### src/rtl/mult_sequencer.sv
// Control sequencer for a shift-and-add multiplier datapath.
// It provides a start/busy/done handshake, early exit on a zero multiplier and abort.
module mult_sequencer #(
  parameter  int WIDTH = 8,
  localparam int CNT_W = $clog2(WIDTH + 1)
) (
  input  logic             clk,
  input  logic             reset,
  input  logic             start,
  input  logic             abort,
  input  logic             x0,
  input  logic             m_zero,
  output logic             SEL,
  output logic             WEN,
  output logic [1:0]       FS,
  output logic             busy,
  output logic             done,
  output logic [CNT_W-1:0] iter_cnt,
  output logic [2:0]       state_out
);

  typedef enum logic [2:0] {
    S_IDLE = 3'b000,
    S_LOAD = 3'b001,
    S_TEST = 3'b010,
    S_ADD  = 3'b011,
    S_SHL  = 3'b100,
    S_SHR  = 3'b101,
    S_DONE = 3'b110
  } state_e;

  localparam logic [CNT_W-1:0] LAST_ITER = CNT_W'(WIDTH - 1);

  // Kept as a plain vector so that the unused encoding 3'b111 stays representable and recoverable.
  logic [2:0]       state_q, state_d;
  logic [CNT_W-1:0] iter_q, iter_d;

  always_comb begin
    state_d = state_q;
    iter_d  = iter_q;
    case (state_q)
      S_IDLE: if (start) state_d = S_LOAD;
      S_LOAD: begin
        iter_d  = '0;
        state_d = S_TEST;
      end
      S_TEST: begin
        if (m_zero)  state_d = S_DONE;
        else if (x0) state_d = S_ADD;
        else         state_d = S_SHL;
      end
      S_ADD:  state_d = S_SHL;
      S_SHL:  state_d = S_SHR;
      S_SHR: begin
        iter_d  = iter_q + CNT_W'(1);
        state_d = (iter_q == LAST_ITER) ? S_DONE : S_TEST;
      end
      S_DONE: state_d = S_IDLE;
      default: state_d = S_IDLE;
    endcase
    // Abort overrides every transition, but it has no effect while the sequencer is idle.
    if (abort && (state_q != S_IDLE)) begin
      state_d = S_IDLE;
      iter_d  = '0;
    end
  end

  always_ff @(posedge clk) begin
    if (reset) begin
      state_q <= S_IDLE;
      iter_q  <= '0;
    end else begin
      state_q <= state_d;
      iter_q  <= iter_d;
    end
  end

  always_comb begin
    SEL  = 1'b0;
    WEN  = 1'b0;
    FS   = 2'b11;
    busy = 1'b1;
    done = 1'b0;
    case (state_q)
      S_LOAD: WEN = 1'b1;
      S_TEST: SEL = 1'b1;
      S_ADD: begin
        SEL = 1'b1;
        WEN = 1'b1;
        FS  = 2'b00;
      end
      S_SHL: begin
        SEL = 1'b1;
        WEN = 1'b1;
        FS  = 2'b10;
      end
      S_SHR: begin
        SEL = 1'b1;
        WEN = 1'b1;
        FS  = 2'b01;
      end
      S_DONE: begin
        SEL  = 1'b1;
        done = 1'b1;
      end
      default: busy = 1'b0;
    endcase
  end

  assign iter_cnt  = iter_q;
  assign state_out = state_q;

endmodule

### config.mk
export PLATFORM = sky130hd
export DESIGN_NAME = mult_sequencer
export DESIGN_NICKNAME = d
export VERILOG_FILES = /design/src/rtl/mult_sequencer.sv
export SDC_FILE = /design/constraint.sdc
export NUM_CORES = 1
export LEC_CHECK = 0
export BUFFER_PORTS_ARGS = -buffer_cell sky130_fd_sc_hd__buf_2
export CAP_MARGIN = 20
export CORE_UTILIZATION = 30
export DETAILED_ROUTE_END_ITERATION = 10
export PLACE_DENSITY = 0.56
export SYNTH_ARGS = -nofsm -noshare
export SYNTH_HDL_FRONTEND = slang
export SYNTH_SLANG_ARGS = --single-unit
export TNS_END_PERCENT = 1
### constraint.sdc
create_clock -name clk -period 1.36 [get_ports clk]
set_clock_uncertainty 0.05 [all_clocks]
set_input_delay 0.272 -clock clk [delete_from_list [all_inputs] [get_ports clk]]
set_output_delay 0.272 -clock clk [all_outputs]
set_load 0.1 [all_outputs]
### After elaboration in Yosys (flattened, before gate mapping)

Cells that the tools add are included.

* equal/unequal tests: 8
* multiplexer cells: 11
* add/subtract/negate cells: 1
* reduce and logical (&&, ||, !) cells: 8

Operators by type and width (count)
* one-hot mux 3 bit (6 select lines): 1
* 2-to-1 mux 3 bit: 4
* == test 3 bit, second input constant: 3
* one-hot mux 4 bit (2 select lines): 1
* == test 3 x 2 -> 1 bit, second input constant: 2
* one-hot mux 2 bit (3 select lines): 1
* OR reduction 6 bit: 1
* OR reduction 5 bit: 1
* adder 4 x 1 -> 4 bit, second input constant: 1
* == test 4 x 3 -> 1 bit, second input constant: 1
* 2-to-1 mux 1 bit: 4
* OR reduction 4 bit: 1
* == test 3 x 1 -> 1 bit, second input constant: 1
* logical NOT 3 bit: 1
* nonzero test 3 bit: 1
* inequality test 2 bit, second input constant: 1
* nonzero test 2 bit: 1
* OR reduction 2 bit: 1
* logical AND 1 bit: 1

* output and inout port bits: 13
* logic and storage cells: 30
* flip-flop bits (word level): 7

### Longest topological paths before layout

Gate-level depths: netlist (run 1).

* word-level depth: 3
* mapped depth: 4
* depth with buffers taken out: 4

### Worst setup path before layout (run 1)

Ideal clock, no wire load.

* kind: register -> output
* from: register state_q[1], in the netlist state_out[1]
* to: output port FS[1]
* path buffers: 1
* data arrival time: 3.518 ns
* slack: -2.480 ns
* stages on the path, launching flop included: 4
* data required time: 1.038 ns
* path through: dfxtp_1 clkbuf_1 nor2_1 o21ai_0

* longest elaborated chain between the ends: 2

Ends and longest elaborated chain
* from (decl): RTL line 35 `logic [2:0] state_q, state_d;`
* from (signal assigned): RTL line 73 `state_q <= state_d;`
* == test 3 bit / == test 3 x 2 -> 1 bit (equally long branches): RTL line 84 `case (state_q)`
* one-hot mux 2 bit (3 select lines) (*): RTL line 84
* to (decl): RTL line 15 `output logic [1:0] FS,`

Mark *: on every way between the ends. The rest lies on a longest branch, timed or not.

### Worst setup path after layout (run 1)

* from: register state_q[0], in the netlist state_out[0]
* to: output port busy

* longest elaborated chain between the ends: 3

Ends and longest elaborated chain
* == test 3 bit (tied with other cells): RTL line 84
* OR reduction 6 bit (no source line) (*)
* 2-to-1 mux 1 bit (*): RTL line 84
* to (decl): RTL line 16 `output logic busy,`

Marks and branches as above.

==> results.txt, run 1 <==
Status: finished, violations left
Design area: 992 um2
Slowest CP cell: or3_4
Vias per cell: 5.17
Final Hold Violating Endpoints: 0
Total CTS buffers: 3
Grt total ovfl: 0
Mapped Cells: 53
Hold WC Path Type: in2reg
Number of synthesized flops with an enable pin: 0
Rows: 13
Slew of the pin with the lowest slew margin: 0.234 ns
Cell Area, Synth: 424 um2
Layout Utilization: 76.3%
Share of layout cells above drive strength 1: 64.4%
CTS Root Cell: clkbuf_4
Crit Reg-Reg Startpoint: state_out[0]
Die height: 39.6 um
Setup WS post-layout: -0.257 ns
FFs w/ async S/R, synth: 0%
I/O pin count: 19
DRC: 0
VDD IR max: 0.730 mV
WP buf/inv: 1
Worst path max stage delay: 0.39 ns
GRT Total Usage: 20.2%
CP top delay family: simple AND/OR/NAND/NOR gates
RePlAce Congestion: 0.724
Leak pwr: 0.000395 uW
Setup TNS: -1.66 ns
NetSw: 465 uW
Die ar.: 1570 um2
Post-DP HPWL: 1.00 mm
Wirelength per Cell: 13.1 um
Clock insertion delay at the later pin of the skew report: 0.26 ns
Clock Sinks: 7
Post-DP Area: 885 um2
Multi-input gate area: 334 um2
Arrival time worst endpoint: 1.29 ns
Required @ worst endpoint: 1.04 ns
Initial antenna violation count: 0
Routed met1 length: 580 um
Top FF cell, synth: dfxtp_1
CTS tree: built
Internal power: 614 uW
Clock share of power: 18.3%
PwrDens: 1090 nW/um2
Period utilization: 119%
Sequential area share after synthesis: 33.0%
Slew headroom: 84.2%
Routed Antenna Nets: 0
Fmax: 618 MHz
Highest Signal Layer: met4
Mapped Nets: 60
Met2 wire length: 708 um
CP endpoint kind: primary output
Top cell type by total area after synthesis: dfxtp_1
Vias in the first global route: 494
Critical path type: reg2out
Reg-to-reg setup timing slack: -0.12 ns
CP startpoint: state_out[0]
Initial core utilization: 32.6%
PortBufs: 18
Yosys top cell area share: 33.0%
Failing checks: negative setup slack
FF/Latch Area: 155 um2
First-pass GRT wire length: 2.06 mm
Unrepaired setup endpoints after global routing: true
Sequential Power Share: 20.7%
FILL cells: 92
Vias: 543
Post-layout min period: 1.62 ns
Logic pwr share: 61.0%
Fin nets: 98
Max-slew violation count: 0
Crit start category: flop
Die X-Extent: 39.6 um
Initial DRC count: 10
Commonest cells in the synthesized netlist: dfxtp_1 (7), a21oi_1 (6), nand3_1 (4), nor2_1 (4), o21ai_0 (4)
Crit-path cells: or3_4 -> and2_4 -> buf_12
Core area: 1300 um2
# diodes: 0
Sw frac: 43.1%
CTS Buffer Depth: 2
Warnings from Yosys: 0
Total chip power: 1080 uW
Max cap viols: 0
FF+latch count, synth: 7
Endpoints failing setup: 10
Met3 Routed Length: 59 um
Synth-to-layout area growth: 134%
Drt first pass iters: 4
Worst hold slack: 0.293 ns
Synth unique cells: 26
Most common cell in the netlist: dfxtp_1
H-tree depth: 1
Crit Path Max Fanout: 2
Largest net degree at the start of global routing: 9
Largest cells by area after synthesis: dfxtp_1 (33%), a21oi_1 (7.1%), nand3_1 (4.7%)
Post-synthesis area per instance: 8.00 um2
CTS clk-pin slew, worst paths: 0.05 ns
Post-Route WL: 1.37 mm
Hold path startpoint: reset
cell families after synthesis:
family          share of synthesized area (%)
compound gates                           22.7
flops                                    33.0
fa+ha+maj                                2.95
mux                                      2.36
buf+inv                                  4.13
simple gates                             34.8
through the flow:
step	instances	worst slack, ns
6_report	105	-0.257
5_1_grt	105	-0.275
4_1_cts	102	-0.263
3_5_place_dp	96	-0.145
3_3_place_gp	96	-0.123
2_1_floorplan	53	-0.410
worst paths after layout:
path / end / cells after the start
setup / recovery: busy / 3
hold / removal: state_out[2] / 3
setup reg to reg: iter_cnt[3] / 6
hold reg to reg: iter_cnt[1] / 2
cell type report:
| cell class | instances | share of cell area (%) |
|---|---|---|
| tap | 15 | 1.89 |
| timing repair buffer | 36 | 45.5 |
| inverter | 1 | 0.631 |
| sequential | 7 | 15.6 |
| clock buffer | 4 | 2.65 |
| multi-input combinational | 42 | 33.7 |
cells in the final DEF, fill, tap and decap left out, types with 2 or more instances in the layout:
cell type	netlist	routed
a211o_1	2	2
a21oi_1	6	4
buf_12	0	14
buf_2	2	5
buf_4	0	12
buf_6	0	5
clkbuf_4	0	3
dfxtp_2	0	3
dfxtp_4	0	3
nand2_1	3	3
nand2b_1	2	2
nand3_1	4	4
nor2_4	0	2
nor2b_1	3	2
o21ai_0	4	2
power groups by stage:
| stage | Sequential [uW] | Combinational [uW] | Clock [uW] |
|---|---|---|---|
| finish | 224 | 657 | 198 |
| global route | 225 | 684 | 209 |
| CTS | 223 | 631 | 208 |
| detailed placement | 226 | 573 | 0 |
| global placement | 225 | 566 | 0 |
| floorplan | 301 | 298 | 0 |
state kept, by name, summed over array words and instances (netlist names):
name and count:
iter_cnt 4, state_out 3
per-layer routing:
| layer | vias to the layer above | GRT usage [%] |
|---|---|---|
| met5 | - | 0 |
| met4 | 0 | 10.3 |
| met3 | 5 | 3.98 |
| met2 | 16 | 35.7 |
| met1 | 251 | 22.4 |
| li1 | 271 | - |
worst register-to-register path, stage by stage (launching register included):
cell	delay [ns]
dfxtp_4	0.35
buf_6	0.11
buf_12	0.12
buf_6	0.11
nand2b_1	0.07
or4_1	0.46
a31oi_1	0.15
timing repair:
item,in CTS,in global routing
hold buffers,0,0
buffers inserted,2,3
pin swaps,2,2
endpoints found under the setup margin,11,14
gates resized for setup,11,4
gates cloned,0,0
Power figures use the tool's default switching activity.
==> run 2: changes to the inputs <==
--- a/config.mk
+++ b/config.mk
@@ -9,7 +9,7 @@
 export CAP_MARGIN = 20
 export CORE_UTILIZATION = 30
 export DETAILED_ROUTE_END_ITERATION = 10
-export PLACE_DENSITY = 0.56
+export PLACE_DENSITY = 0.65
 export SYNTH_ARGS = -nofsm -noshare
 export SYNTH_HDL_FRONTEND = slang
 export SYNTH_SLANG_ARGS = --single-unit
==> results.txt, run 2 (synthesized netlist as in run 1, its figures left out) <==
GRT Total Usage: 21.5% (was 20.2%)
Crit start category: flop (unchanged)
VDD IR max: 0.610 mV (was 0.730 mV)
Routed Antenna Nets: 0 (unchanged)
Max cap viols: 0 (unchanged)
Initial antenna violation count: 0 (unchanged)
Die X-Extent: 39.6 um (unchanged)
PwrDens: 1090 nW/um2 (about the same)
CTS Root Cell: clkbuf_4 (unchanged)
Slew headroom: 83.0% (was 84.2%)
Synth-to-layout area growth: 132% (was 134%)
Leak pwr: 0.000372 uW (was 0.000395 uW)
Commonest non-fill, non-tap cell in the layout: buf_12 (unchanged)
Worst hold path depth: 3 (unchanged)
Initial DRC count: 7 (was 10)
Sequential Power Share: 20.9% (was 20.7%)
Period utilization: 119% (about the same)
Initial core utilization: 32.6% (unchanged)
Internal power: 596 uW (was 614 uW)
Fmax: 617 MHz (was 618 MHz)
Clock Sinks: 7 (unchanged)
Vias per cell: 5.28 (was 5.17)
Most frequent cells in the layout: buf_12 (13), buf_2 (5), buf_4 (5), nand3_1 (4), buf_6 (4) (was buf_12 (14), buf_4 (12), buf_2 (5), buf_6 (5))
CTS Buffer Depth: 2 (unchanged)
Slew of the pin with the lowest slew margin: 0.252 ns (was 0.234 ns)
Grt total ovfl: 0 (unchanged)
Reg2reg path depth: 4 (was 6)
Setup TNS: -1.65 ns (was -1.66 ns)
Core area: 1300 um2 (unchanged)
Clock insertion delay at the later pin of the skew report: 0.26 ns (about the same)
Wirelength per Cell: 14.6 um (was 13.1 um)
Sw frac: 44.3% (was 43.1%)
# diodes: 0 (unchanged)
CTS tree: built (unchanged)
Die ar.: 1570 um2 (unchanged)
Vias: 523 (was 543)
Endpoints failing setup: 11 (was 10)
Arrival time worst endpoint: 1.30 ns (was 1.29 ns)
Final non-filler cell total: 99 (was 105)
Setup WS post-layout: -0.261 ns (was -0.257 ns)
Final Hold Violating Endpoints: 0 (unchanged)
Rows: 13 (unchanged)
Hold WC Path Type: in2reg (unchanged)
H-tree depth: 1 (unchanged)
Drt first pass iters: 2 (was 4)
CP endpoint kind: primary output (unchanged)
Reg-to-reg setup timing slack: -0.10 ns (was -0.12 ns)
Crit Path Max Fanout: 2 (unchanged)
Largest net degree at the start of global routing: 13 (was 9)
Post-layout min period: 1.62 ns (about the same)
NetSw: 473 uW (was 465 uW)
PortBufs: 18 (unchanged)
Post-DP HPWL: 924 um (was 1.00 mm)
Share of layout cells above drive strength 1: 69.0% (was 64.4%)
CTS clk-pin slew, worst paths: 0.06 ns (was 0.05 ns)
Total chip power: 1070 uW (was 1080 uW)
Max-slew violation count: 0 (unchanged)
DRC: 0 (unchanged)
Vias in the first global route: 471 (was 494)
First-pass GRT wire length: 2.13 mm (was 2.06 mm)
Status: finished, violations left (unchanged)
Post-Route WL: 1.44 mm (was 1.37 mm)
RePlAce Congestion: 0.755 (was 0.724)
Die height: 39.6 um (unchanged)
Fin nets: 92 (was 98)
Logic pwr share: 60.9% (was 61.0%)
Required @ worst endpoint: 1.04 ns (about the same)
I/O pin count: 19 (unchanged)
Layout Utilization: 75.6% (was 76.3%)
Clock share of power: 18.2% (was 18.3%)
Max reg flops: 4 (unchanged)
Unrepaired setup endpoints after global routing: true (unchanged)
Total CTS buffers: 3 (unchanged)
Place WS: -0.141 ns (was -0.145 ns)
Failing checks: negative setup slack (unchanged)
Placed insts: 92 (was 96)
Critical path type: reg2out (unchanged)
## run 2: cell count changes in the layout (fill, tap and decap cells not counted), sizes merged
cell	previous run	this run
clkbuf	4	3
clkinv	0	1
buf	36	30
## run 2: final timing paths
path,from,end
setup reg to reg,state_out[0],state_out[0]
setup / recovery,state_out[0],busy
hold reg to reg,iter_cnt[1],iter_cnt[1]
hold / removal,reset,iter_cnt[1]
## run 2: final cells by class
type,instances,area (um2)
tap,15,18.8
fill,96,318
inverter,1,6.26
clock buffer,3,22.5
clock inverter,1,5.00
sequential,7,155
multi-input combinational,42,363
timing repair buffer,30,413
## run 2: worst max-delay path: stages, from the launching register on
cell and delay, ns:
dfxtp_4 0.34, or3_4 0.38, and2_4 0.15, buf_12 0.16
## run 2: power groups by stage
| stage | registers, uW | logic [uW] | clock network (uW) |
|---|---|---|---|
| 6_report | 224 | 651 | 195 |
| 5_1_grt | 225 | 676 | 215 |
| 4_1_cts | 222 | 624 | 203 |
| 3_5_place_dp | 225 | 540 | 0 |
| 3_3_place_gp | 224 | 534 | 0 |
| 2_1_floorplan | 301 | 298 | 0 |
## run 2: timing repair
item	in CTS	in global routing
pin swaps	5	3
hold buffers	0	0
buffers inserted	3	0
gates resized for setup	17	8
endpoints found under the setup margin	12	15
gates cloned	0	0
## run 2: stage by stage
stage	hold WS (ns)	cell area [um2]
after floorplan	0.416	518
after global placement	0.433	842
after detailed placement	0.445	842
after CTS	0.277	950
after global routing	0.246	983
final	0.257	983
## run 2: layer usage
metal | GRT usage [%] | share of wire (%)
met4 | 10.3 | 1.0
met2 | 38.5 | 52
met3 | 5.11 | 4.2
met1 | 23.0 | 43
met5 | 0 | 0
==> run 3: changes to the inputs <==
--- a/config.mk
+++ b/config.mk
@@ -9,7 +9,8 @@
 export CAP_MARGIN = 20
 export CORE_UTILIZATION = 30
 export DETAILED_ROUTE_END_ITERATION = 10
-export PLACE_DENSITY = 0.65
+export HOLD_SLACK_MARGIN = 0.12
+export PLACE_DENSITY = 0.63
 export SYNTH_ARGS = -nofsm -noshare
 export SYNTH_HDL_FRONTEND = slang
 export SYNTH_SLANG_ARGS = --single-unit
==> constraint.sdc (replaced) <==
create_clock -name clk -period 2.1 [get_ports clk]
set_clock_uncertainty 0.05 [all_clocks]
set_input_delay 0.42 -clock clk [delete_from_list [all_inputs] [get_ports clk]]
set_output_delay 0.42 -clock clk [all_outputs]
set_load 0.1 [all_outputs]
==> results.txt, run 3 (synthesized netlist as in run 1, its figures left out) <==
Commonest non-fill, non-tap cell in the layout: buf_2 (was buf_12)
Max reg flops: 4 (unchanged)
Share of layout cells above drive strength 1: 44.4% (was 69.0%)
Slowest CP cell: dfxtp_4 (was or3_4)
Unrepaired setup endpoints after global routing: false (was true)
Rows: 13 (unchanged)
Total chip power: 530 uW (was 1070 uW)
Required @ worst endpoint: 1.63 ns (was 1.04 ns)
Final non-filler cell total: 87 (was 99)
Initial antenna violation count: 0 (unchanged)
PortBufs: 18 (unchanged)
Initial DRC count: 8 (was 7)
Clock share of power: 23.9% (was 18.2%)
Max cap viols: 0 (unchanged)
Final Hold Violating Endpoints: 0 (unchanged)
Leak pwr: 0.000241 uW (was 0.000372 uW)
Period utilization: 95.4%
Slew of the pin with the lowest slew margin: 0.486 ns (was 0.252 ns)
First-pass GRT wire length: 1.36 mm (was 2.13 mm)
Die height: 39.6 um (unchanged)
CTS Root Cell: clkbuf_4 (unchanged)
Vias: 453 (was 523)
Crit Path Max Fanout: 15 (was 2)
PwrDens: 882 nW/um2 (was 1090 nW/um2)
Internal power: 266 uW (was 596 uW)
GRT Total Usage: 13.4% (was 21.5%)
Post-Route WL: 967 um (was 1.44 mm)
Slew headroom: 67.8% (was 83.0%)
Synth-to-layout area growth: 41.6% (was 132%)
Setup TNS: 0 ns (was -1.65 ns)
Placed insts: 83 (was 92)
CTS Buffer Depth: 2 (unchanged)
VDD IR max: 0.457 mV (was 0.610 mV)
Vias in the first global route: 333 (was 471)
Sw frac: 49.8% (was 44.3%)
Fmax: 499 MHz
Grt total ovfl: 0 (unchanged)
Vias per cell: 5.21 (was 5.28)
Worst hold slack: 0.438 ns (was 0.257 ns)
Initial core utilization: 32.6% (unchanged)
Sequential Power Share: 32.0% (was 20.9%)
Post-CTS Setup Inserts: 0 (was 3)
Logic pwr share: 44.1% (was 60.9%)
Design area: 601 um2 (was 983 um2)
Arrival time worst endpoint: 1.53 ns (was 1.30 ns)
Max-slew violation count: 0 (unchanged)
Drt first pass iters: 3 (was 2)
Post-DP Area: 572 um2 (was 842 um2)
Crit-path cells: nor2b_1 -> mux2i_4 -> buf_2 (was or3_4 -> and2_4 -> buf_12)
Clock Sinks: 7 (unchanged)
Largest net degree at the start of global routing: 17 (was 13)
Hold WC Path Type: reg2reg (was in2reg)
Die X-Extent: 39.6 um (unchanged)
Fin nets: 80 (was 92)
Critical path type: reg2out (unchanged)
Worst path max stage delay: 0.44 ns (was 0.38 ns)
Clock insertion delay at the later pin of the skew report: 0.25 ns (was 0.26 ns)
Total CTS buffers: 3 (unchanged)
CP endpoint kind: primary output (unchanged)
# diodes: 0 (unchanged)
Status: finished clean (was finished, violations left)
I/O pin count: 19 (unchanged)
DRC: 0 (unchanged)
RePlAce Congestion: 0.714 (was 0.755)
Die ar.: 1570 um2 (unchanged)
Wirelength per Cell: 11.1 um (was 14.6 um)
CTS clk-pin slew, worst paths: 0.06 ns (about the same)
Most frequent cells in the layout: buf_2 (18), a21oi_1 (5), nand3_1 (4), dfxtp_1 (4) (was buf_12 (13), buf_2 (5), buf_4 (5), nand3_1 (4), buf_6 (4))
Post-DP HPWL: 693 um (was 924 um)
Routed Antenna Nets: 0 (unchanged)
Crit start category: flop (unchanged)
CTS tree: built (unchanged)
Endpoints failing setup: 0 (was 11)
Core area: 1300 um2 (unchanged)
H-tree depth: 1 (unchanged)
Post-layout min period: 2.00 ns
NetSw: 264 uW (was 473 uW)
==> run 3: power groups by stage <==
stage                     logic [uW]  registers [uW]  clock network, uW
after floorplan                  181             194                  0
after global placement           234             171                  0
after detailed placement         233             172                  0
after CTS                        235             169                131
after global routing             242             172                137
final                            233             170                127
==> run 3: layer usage <==
metal	GRT usage [%]	up-vias	routed length (um)
li1	-	231	-
met1	17.7	209	478
met2	18.0	11	421
met3	5.11	2	61
met4	7.76	0	6
met5	0	-	0
==> run 3: stage by stage <==
stage	util, %	setup slack (ns)
6_report	46.2	0.0973
3_3_place_gp	43.9	0.361
4_1_cts	46.0	0.0627
3_5_place_dp	43.9	0.339
5_1_grt	46.2	0.0364
2_1_floorplan	-	-0.0670
==> run 3: cell type report <==
| type | instances | area, um2 |
|---|---|---|
| sequential | 7 | 149 |
| inverter | 1 | 3.75 |
| fill | 143 | 701 |
| multi-input combinational | 42 | 313 |
| tap | 15 | 18.8 |
| clock buffer | 4 | 26.3 |
| timing repair buffer | 18 | 90.1 |
==> run 3: worst paths after layout <==
path	slack, ns	depth (start not counted)	endpoint	startpoint
max	0.1	3	FS[0]	state_out[1]
min	0.44	2	iter_cnt[1]	iter_cnt[1]
max reg2reg	0.65	3	state_out[0]	state_out[0]
min reg2reg	0.44	2	iter_cnt[1]	iter_cnt[1]
==> run 3: critical path: cells and delay by family (launching register included) <==
kind / cells / cell delay [ns]
flip-flops: 1 / 0.44
buffers and inverters: 1 / 0.31
multiplexers: 1 / 0.11
AND/OR/NAND/NOR: 1 / 0.42
==> run 3: repair_timing <==
action	4_1_cts	5_1_grt
endpoints found under the setup margin	0	1
hold endpoints to repair	0	0
hold buffers	0	0
gates resized for setup	0	1
